<file path="src/rtl/pipe_ctrl_pkg.sv">
// Shared types and constants for the pipeline sequencing controller.
package pipe_ctrl_pkg;

    localparam int REG_W = 3;

    // Instruction word that IF/ID consumers substitute when if_id_flush is asserted.
    localparam logic [15:0] NOP_INSTR = 16'h0000;

    typedef enum logic [1:0] {
        RUN      = 2'd0,
        FLUSH    = 2'd1,
        MEM_WAIT = 2'd2
    } state_e;

endpackage

</file>
<file path="src/rtl/pipe_hazard_ctrl_sat_counter.sv">
// Saturating event counter with synchronous clear taking priority over increment.
module sat_counter #(
    parameter int CNT_W = 16
) (
    input  logic             clk,
    input  logic             rst_n,
    input  logic             clr_i,
    input  logic             inc_i,
    output logic [CNT_W-1:0] cnt_o
);

    localparam logic [CNT_W-1:0] CNT_MAX = {CNT_W{1'b1}};

    logic [CNT_W-1:0] cnt_q;
    logic [CNT_W-1:0] cnt_d;

    // Next count: clear wins, increment stops at all-ones.
    always_comb begin
        cnt_d = cnt_q;
        if (clr_i) begin
            cnt_d = {CNT_W{1'b0}};
        end else if (inc_i && (cnt_q != CNT_MAX)) begin
            cnt_d = cnt_q + {{(CNT_W-1){1'b0}}, 1'b1};
        end else begin
            cnt_d = cnt_q;
        end
    end

    // Count register.
    always_ff @(posedge clk or negedge rst_n) begin
        if (!rst_n) begin
            cnt_q <= {CNT_W{1'b0}};
        end else begin
            cnt_q <= cnt_d;
        end
    end

    assign cnt_o = cnt_q;

endmodule

</file>
<file path="src/rtl/pipe_hazard_ctrl.sv">
// ID/EX sequencing controller: load-use stalls, memory freezes and redirect squashing,
// with saturating stall/flush counters and a sticky memory-timeout flag.
module pipe_hazard_ctrl #(
    parameter int REG_W        = 3,
    parameter int FLUSH_CYCLES = 2,
    parameter int ZERO_REG     = 1,
    parameter int MEM_TIMEOUT  = 255,
    parameter int CNT_W        = 16
) (
    input  logic             clk,
    input  logic             rst_n,
    input  logic [REG_W-1:0] id_reg1_i,
    input  logic [REG_W-1:0] id_reg2_i,
    input  logic             id_uses_reg1_i,
    input  logic             id_uses_reg2_i,
    input  logic             ex_read_mem_i,
    input  logic [REG_W-1:0] ex_regD_i,
    input  logic             ex_redirect_i,
    input  logic             mem_req_i,
    input  logic             mem_ready_i,
    input  logic             cnt_clr_i,
    output logic             pc_hold_o,
    output logic             if_id_hold_o,
    output logic             if_id_flush_o,
    output logic             id_ex_hold_o,
    output logic             id_ex_bubble_o,
    output logic             ex_mem_hold_o,
    output logic             mem_timeout_err_o,
    output logic [CNT_W-1:0] stall_cnt_o,
    output logic [CNT_W-1:0] flush_cnt_o
);

    import pipe_ctrl_pkg::*;

    localparam logic [3:0] FLUSH_RELOAD = 4'(FLUSH_CYCLES - 1);
    localparam logic [7:0] TIMEOUT      = 8'(MEM_TIMEOUT);

    state_e     state_q, state_d;
    logic [3:0] flush_q, flush_d;
    logic [7:0] wait_q, wait_d;
    logic       err_q, err_d;
    logic       lu_s, mem_stall_s, stall_inc_s, flush_inc_s;
    logic       pc_hold_s, if_id_hold_s, if_id_flush_s, id_ex_hold_s, id_ex_bubble_s, ex_mem_hold_s;

    assign mem_stall_s = mem_req_i && !mem_ready_i;
    assign lu_s = ex_read_mem_i
                  && ((id_uses_reg1_i && (id_reg1_i == ex_regD_i))
                      || (id_uses_reg2_i && (id_reg2_i == ex_regD_i)))
                  && !((ZERO_REG != 0) && (ex_regD_i == {REG_W{1'b0}}));

    // State, flush-remaining, wait and timeout registers.
    always_ff @(posedge clk or negedge rst_n) begin
        if (!rst_n) begin
            state_q <= RUN;
            flush_q <= 4'd0;
            wait_q  <= 8'd0;
            err_q   <= 1'b0;
        end else begin
            state_q <= state_d;
            flush_q <= flush_d;
            wait_q  <= wait_d;
            err_q   <= err_d;
        end
    end

    // Next state; the remaining flush count survives a freeze so FLUSH resumes afterwards.
    always_comb begin
        state_d     = state_q;
        flush_d     = flush_q;
        wait_d      = 8'd0;
        stall_inc_s = 1'b0;
        flush_inc_s = 1'b0;
        case (state_q)
            RUN: begin
                if (ex_redirect_i) begin
                    flush_inc_s = 1'b1;
                    flush_d     = FLUSH_RELOAD;
                    state_d     = (FLUSH_RELOAD != 4'd0) ? FLUSH : RUN;
                end else if (mem_stall_s) begin
                    stall_inc_s = 1'b1;
                    wait_d      = 8'd1;
                    state_d     = MEM_WAIT;
                end else if (lu_s) begin
                    stall_inc_s = 1'b1;
                end else begin
                    state_d = RUN;
                end
            end
            FLUSH: begin
                if (mem_stall_s) begin
                    stall_inc_s = 1'b1;
                    wait_d      = 8'd1;
                    state_d     = MEM_WAIT;
                end else if (ex_redirect_i) begin
                    flush_inc_s = 1'b1;
                    flush_d     = FLUSH_RELOAD;
                    state_d     = (FLUSH_RELOAD != 4'd0) ? FLUSH : RUN;
                end else if (flush_q <= 4'd1) begin
                    flush_d = 4'd0;
                    state_d = RUN;
                end else begin
                    flush_d = flush_q - 4'd1;
                end
            end
            MEM_WAIT: begin
                if (mem_ready_i) begin
                    state_d = (flush_q != 4'd0) ? FLUSH : RUN;
                end else begin
                    stall_inc_s = 1'b1;
                    wait_d      = (wait_q >= TIMEOUT) ? wait_q : wait_q + 8'd1;
                end
            end
            default: begin
                state_d = RUN;
                flush_d = 4'd0;
            end
        endcase
        err_d = err_q || (wait_d == TIMEOUT);
    end

    // Control outputs from current state and inputs.
    always_comb begin
        pc_hold_s      = 1'b0;
        if_id_hold_s   = 1'b0;
        if_id_flush_s  = 1'b0;
        id_ex_hold_s   = 1'b0;
        id_ex_bubble_s = 1'b0;
        ex_mem_hold_s  = 1'b0;
        case (state_q)
            RUN: begin
                if (ex_redirect_i) begin
                    if_id_flush_s  = 1'b1;
                    id_ex_bubble_s = 1'b1;
                end else if (mem_stall_s) begin
                    pc_hold_s     = 1'b1;
                    if_id_hold_s  = 1'b1;
                    id_ex_hold_s  = 1'b1;
                    ex_mem_hold_s = 1'b1;
                end else if (lu_s) begin
                    pc_hold_s      = 1'b1;
                    if_id_hold_s   = 1'b1;
                    id_ex_bubble_s = 1'b1;
                end else begin
                    pc_hold_s = 1'b0;
                end
            end
            FLUSH: begin
                if (mem_stall_s) begin
                    pc_hold_s     = 1'b1;
                    if_id_hold_s  = 1'b1;
                    id_ex_hold_s  = 1'b1;
                    ex_mem_hold_s = 1'b1;
                end else begin
                    if_id_flush_s  = 1'b1;
                    id_ex_bubble_s = 1'b1;
                end
            end
            MEM_WAIT: begin
                if (!mem_ready_i) begin
                    pc_hold_s     = 1'b1;
                    if_id_hold_s  = 1'b1;
                    id_ex_hold_s  = 1'b1;
                    ex_mem_hold_s = 1'b1;
                end else begin
                    pc_hold_s = 1'b0;
                end
            end
            default: begin
                pc_hold_s = 1'b0;
            end
        endcase
    end

    // Gate with rst_n so controls drop asynchronously while reset is held.
    assign pc_hold_o         = rst_n && pc_hold_s;
    assign if_id_hold_o      = rst_n && if_id_hold_s;
    assign if_id_flush_o     = rst_n && if_id_flush_s;
    assign id_ex_hold_o      = rst_n && id_ex_hold_s;
    assign id_ex_bubble_o    = rst_n && id_ex_bubble_s;
    assign ex_mem_hold_o     = rst_n && ex_mem_hold_s;
    assign mem_timeout_err_o = err_q;

    sat_counter #(.CNT_W(CNT_W)) u_stall_cnt (
        .clk   (clk),
        .rst_n (rst_n),
        .clr_i (cnt_clr_i),
        .inc_i (stall_inc_s),
        .cnt_o (stall_cnt_o)
    );

    sat_counter #(.CNT_W(CNT_W)) u_flush_cnt (
        .clk   (clk),
        .rst_n (rst_n),
        .clr_i (cnt_clr_i),
        .inc_i (flush_inc_s),
        .cnt_o (flush_cnt_o)
    );

endmodule
</file>
<file path="config.mk">
export PLATFORM = sky130hd
export DESIGN_NAME = pipe_hazard_ctrl
export DESIGN_NICKNAME = d
export VERILOG_FILES = /design/src/rtl/pipe_ctrl_pkg.sv /design/src/rtl/pipe_hazard_ctrl_sat_counter.sv /design/src/rtl/pipe_hazard_ctrl.sv
export SDC_FILE = /design/constraint.sdc
export NUM_CORES = 1
export LEC_CHECK = 0
export CAP_MARGIN = 15
export CORE_AREA = 2 2 82 84
export DETAILED_ROUTE_END_ITERATION = 6
export DIE_AREA = 0 0 84 86
export PLACE_DENSITY = 0.66
export SYNTH_ARGS = -nofsm -noshare
export SYNTH_HDL_FRONTEND = slang
export SYNTH_SLANG_ARGS = --single-unit
</file>
<file path="constraint.sdc">
create_clock -name clk -period 2.3 [get_ports clk]
set_input_delay 0.575 -clock clk [delete_from_list [all_inputs] [get_ports clk]]
set_output_delay 0.575 -clock clk [all_outputs]
set_load 0.05 [all_outputs]
</file>
; Word-level counts from Yosys, hierarchy flattened
; Cells that the tools add are included.
[word_totals]
reg_bits = 47
latchBits = 0
ramBits = 0
rom_bits = 0
output_inout_bits = 39
n_memories = 0
[classes]
add_sub_neg = 4
multipliers = 0
div_mod_pow = 0
order_cmp = 2
n_eq_ne = 12
n_shift = 0
n_mux = 39
bitwise = 1
reduce_logical = 22
[op_table]
columns = operator, n
row1 = 16-bit two-way mux, 4
row2 = "16-bit by 1-bit adder with 16-bit output, second input constant", 2
row3 = "16-bit != test, second input constant", 2
row4 = 8-bit one-hot mux with 3 select lines, 1
row5 = 4-bit two-way mux, 4
row6 = 8-bit two-way mux, 2
row7 = 1-bit two-way mux, 14
row8 = 2-bit two-way mux, 7
row9 = 4-bit one-hot mux with 3 select lines, 1
row10 = 1-bit logical AND, 11
row11 = "8-bit by 1-bit adder with 8-bit output, second input constant", 1
row12 = "8-bit == test, second input constant", 1
row13 = "8-bit >= comparator, second input constant", 1
row14 = "4-bit != test, second input constant", 2
row15 = 3-bit == test, 2
row16 = "2-bit != test, second input constant", 3
row17 = 1-bit one-hot mux with 2 select lines, 3
row18 = 1-bit one-hot mux with 3 select lines, 2
row19 = 2-bit one-hot mux with 3 select lines, 1
row20 = 3-bit AND reduction, 2
row21 = "4-bit by 1-bit less-or-equal comparator with 1-bit output, second input constant", 1
row22 = 2-bit nonzero test, 2
row23 = 4-bit nonzero test, 1
row24 = "4-bit by 1-bit subtractor with 4-bit output, second input constant", 1
row25 = 7 further kinds, 9

; Logic depth before layout (Yosys ltp)
[depth]
depth_word = 12
depth_mapped = 9
mapped_depth_nobuf = 8

; Hierarchy
; Synthesis repeated with hierarchy kept, for this count alone.
[hier_totals]
hier_cells = 314
area_unflattened_um2 = 2955.3
[modules_own_cells]
columns = module, n_inst, cells_per_inst, area_each_um2, seq_area_each_um2
row1 = pipe_hazard_ctrl, 1, 122, 1082.3, 375.4
row2 = sat_counter (u_flush_cnt), 1, 98, 942.2, 400.4
row3 = sat_counter (u_stall_cnt), 1, 94, 930.9, 400.4

; Least setup slack after synthesis
; No wires, ideal clock.
[synth_path]
path_kind = input port to output port
from = in mem_ready_i
to = out id_ex_bubble_o
arrival_time_ns = 2.538
setup_slack_ns = -0.813
path_stages = 4
path_buffers = 0
cell_sequence = nand3b_1 -> o21ai_0 -> nor3b_1 -> a41o_1
[synth_via]
elab_chain_len = 6
elab_cells_between_ends = 7
[synth_rtl]
columns = item, line
row1 = from (decl), pipe_hazard_ctrl.sv:20  ; input logic mem_ready_i,
row2 = 1-bit zero test (*), n/a
row3 = 1-bit logical AND (*), pipe_hazard_ctrl.sv:45  ; assign mem_stall_s = mem_req_i && !mem_ready_i;
row4 = 1-bit two-way mux, pipe_hazard_ctrl.sv:134  ; end else if (mem_stall_s) begin
row5 = 1-bit two-way mux, pipe_hazard_ctrl.sv:131  ; if (ex_redirect_i) begin
row6 = 1-bit one-hot mux with 2 select lines (*), pipe_hazard_ctrl.sv:129  ; case (state_q)
row7 = 1-bit logical AND (*), pipe_hazard_ctrl.sv:179  ; assign id_ex_bubble_o = rst_n && id_ex_bubble_s;
row8 = to (decl), pipe_hazard_ctrl.sv:26  ; output logic id_ex_bubble_o,
; Mark *: on every way between the ends. The rest lies on a longest branch, timed or not.

; Final worst setup path
; Same ends and word-level chain as after synthesis.

==> flow_metrics.tcl <==
set metrics [dict create \
    initial_core_util 0.438 \
    vias 2625 \
    start_kind "input port" \
    max-cap-violations 0 \
    critical_path_class "input port to output pin" \
    vias_per_cell 5.48 \
    status "finished with violations" \
    antenna_found_initial 0 \
    fmax_mhz 435 \
    report.final.slew_viol_count 0 \
    worstSetupEndpointType "output pin" \
    fin_cells 479 \
    utilization 0.641 \
    synth_cells 303 \
    async_flop_share 1.00 \
    cts_sinks 47 \
    clockBufferDepth 2 \
    total_power_w 0.00224 \
    arrival_ps 1730 \
    ys_ff_latch 47 \
    area_growth_pct 46.3 \
    drt_iter0_drc 94 \
    syn-num-nets 327 \
    period_minus_slack_ps 2300 \
    grt_max_degree 33 \
    min_path_type "input port to asynchronous set/reset pin" \
    ys_seq_area_frac 0.428 \
    ir_drop_v 0.000380 \
    coreArea_um2 6280 \
    cts_tree "done" \
    cellPowerDensity_nw_per_um2 557 \
    io_pins 57 \
    grt_pass1_vias 2494 \
    ys_types 43 \
    wire_per_inst_um 14.6 \
    cts-root-buf "clkbuf_8" \
    syn_area_um2 2750 \
    ant_nets 0 \
    power.leakage_nw 1.68 \
    rows 29 \
    place_area_um2 3750 \
    io_buffers 56 \
    multi_input_area_um2 1640 \
    rsz0062_at_grt "yes" \
    fp.dieH_um 86 \
    die_w_um 84 \
    worst_clock_skew_ps 9.22 \
    max_slew_margin 0.654 \
    cp_max_fo 6 \
    worst_pin_slew_ps 517 \
    drive_gt1_frac 0.284 \
    fill_cells 528 \
    place.gp.congestion 0.837 \
    dp.cells 465 \
    ys.flop_type "dfrtp_1" \
    track_usage 0.197 \
    drt-pass1-iter-count 6 \
    cp.required_ps 1730 \
    grt.overflow.total 0 \
    antennaDiodeCount 0 \
    htreeDepth 2 \
    clock_latency_ps 300 \
    seqCellArea_um2 1180 \
    hold-worst-slack_ps 95.0 \
    nNetsFinal 425 \
    fin_crit_sh 1.00 \
    routed_wl_um 6980 \
    cts.clk_slew.worst_paths_ps 80 \
    violations "negative setup slack" \
    synth_edf_count 0 \
    finalSetupViolations 1 \
    fin_ws_ps -1.13 \
    die_area_um2 7220 \
    hold_viol_final 0 \
    grt_pass1_wl_um 11700 \
    final_area_um2 4020 \
    dp_hpwl_um 5060 \
    drc 0 \
    yosysWarnings 0 \
    cts_made_buffers 5 \
    synth.avg_cell_area_um2 9.08 \
]
[path summary, 6_finish.rpt]
| check | cells past startpoint | slack [ps] | start | to |
|---|---|---|---|---|
| setup / recovery | 6 | -1 | mem_ready_i | id_ex_bubble_o |
| hold / removal | 1 | 100 | rst_n | wait_q[6]$_DFF_PN0_ |
| setup reg to reg | 9 | 140 | u_stall_cnt.cnt_o[0]$_DFFE_PN0P_ | u_stall_cnt.cnt_o[7]$_DFFE_PN0P_ |
| hold reg to reg | 1 | 480 | mem_timeout_err_o$_DFF_PN0_ | mem_timeout_err_o$_DFF_PN0_ |
| max in group asynchronous | 2 | 1550 | rst_n | u_stall_cnt.cnt_o[0]$_DFFE_PN0P_ |
| min in group clk | 1 | 480 | mem_timeout_err_o$_DFF_PN0_ | mem_timeout_err_o$_DFF_PN0_ |
[cell families (layout without fill, tap and decap cells)]
family,Yosys count,count (layout),synth area share
AND/OR/NAND/NOR,145,145,0.278
AO/OA/AOI/OAI,59,59,0.141
flip-flops,47,47,0.428
XOR/XNOR,24,24,0.0764
buffers and inverters,18,117,0.0346
adder cells (fa/ha/maj),6,6,0.0273
multiplexers,4,4,0.0150
[area by class of cell]
class / instances / share of cell area
clock buffer: 7 / 0.0239
clock inverter: 1 / 0.00187
inverter: 4 / 0.00373
multi-input combinational: 238 / 0.407
sequential: 47 / 0.294
tap: 77 / 0.0239
timing repair buffer: 105 / 0.245
[where the power goes]
| part | total [W] | switching [W] | internal, W |
|---|---|---|---|
| clock | 0.000562 | 0.000288 | 0.000274 |
| sequential | 0.000911 | 0.0000460 | 0.000865 |
| combinational | 0.000767 | 0.000406 | 0.000361 |
| total | 0.00224 | 0.000740 | 0.00150 |
[what timing repair did]
| item | in CTS | in global routing |
|---|---|---|
| setup endpoints to repair | 20 | 14 |
| buffers inserted | 4 | 3 |
| resized for setup | 60 | 19 |
| hold buffers | 0 | 0 |
| pin swaps | 12 | 11 |
[cells in the mapped netlist (2+ instances only)]
cell,number,share of area
dfrtp_1,47,0.43
nor2_1,39,0.053
nand2_1,19,0.026
o21ai_0,18,0.033
a21oi_1,17,0.031
nand3_1,16,0.029
xor2_1,14,0.045
nand4_1,12,0.027
o31ai_1,11,0.030
or4_1,10,0.027
xnor2_1,10,0.032
and3_1,9,0.020
clkbuf_1,8,0.011
nor3_1,7,0.013
ha_1,6,0.027
nor2b_1,6,0.014
nand2b_1,5,0.011
or3_1,5,0.011
and4_1,4,0.013
buf_4,3,0.0082
inv_1,3,0.0041
mux2i_1,3,0.011
nor3b_1,3,0.0082
a2111oi_2,2,0.011
a31oi_1,2,0.0045
a41o_1,2,0.0073
and2_1,2,0.0045
buf_6,2,0.0082
nor4_1,2,0.0045
o22ai_1,2,0.0045
or2_2,2,0.0045
[critical path: stages]
cell and delay [ps]:
clkdlybuf4s15_2 250, nand3b_1 210, o21ai_1 200, nor3b_4 90
a41o_4 250, buf_12 140
[per-stage QoR]
step                      setup TNS [ps]  setup WS (ps)
after global routing                -430          -64.4
after floorplan                    -12.2          -12.2
final                              -1.13          -1.13
after CTS                              0          0.862
after detailed placement          -11100           -635
after global placement            -10230           -568
[metal layers]
layer / up-vias / wire [um] / track usage
li1: 1293 / - / -
met1: 1281 / 3170 / 0.256
met2: 43 / 3520 / 0.342
met3: 8 / 201 / 0.0356
met4: 0 / 89 / 0.0528
met5: - / 0 / 0
[layout by cell type, fill, tap and decap left out, types with 6 or more instances in the layout]
master           count
a21oi_1              9
or4_1                7
buf_12               7
clkdlybuf4s50_1     34
dfrtp_2              6
clkbuf_8             7
ha_1                 6
nand4_1             12
nor3_1               7
a21oi_2              8
nor2_1              38
buf_4               46
buf_6                7
dfrtp_1             41
o31ai_1             11
and3_1               8
nand2_1             18
xor2_1              14
nor2b_1              6
nand3_1             16
o21ai_0             17
[state kept, by name (all words and copies together) (netlist names)]
register / count
wait_q: 8
u_flush_cnt.cnt_o: 16
u_stall_cnt.cnt_o: 16
flush_q: 4
mem_timeout_err_o: 1
state_q: 2
Note: power is estimated with default switching activity, not from simulation.
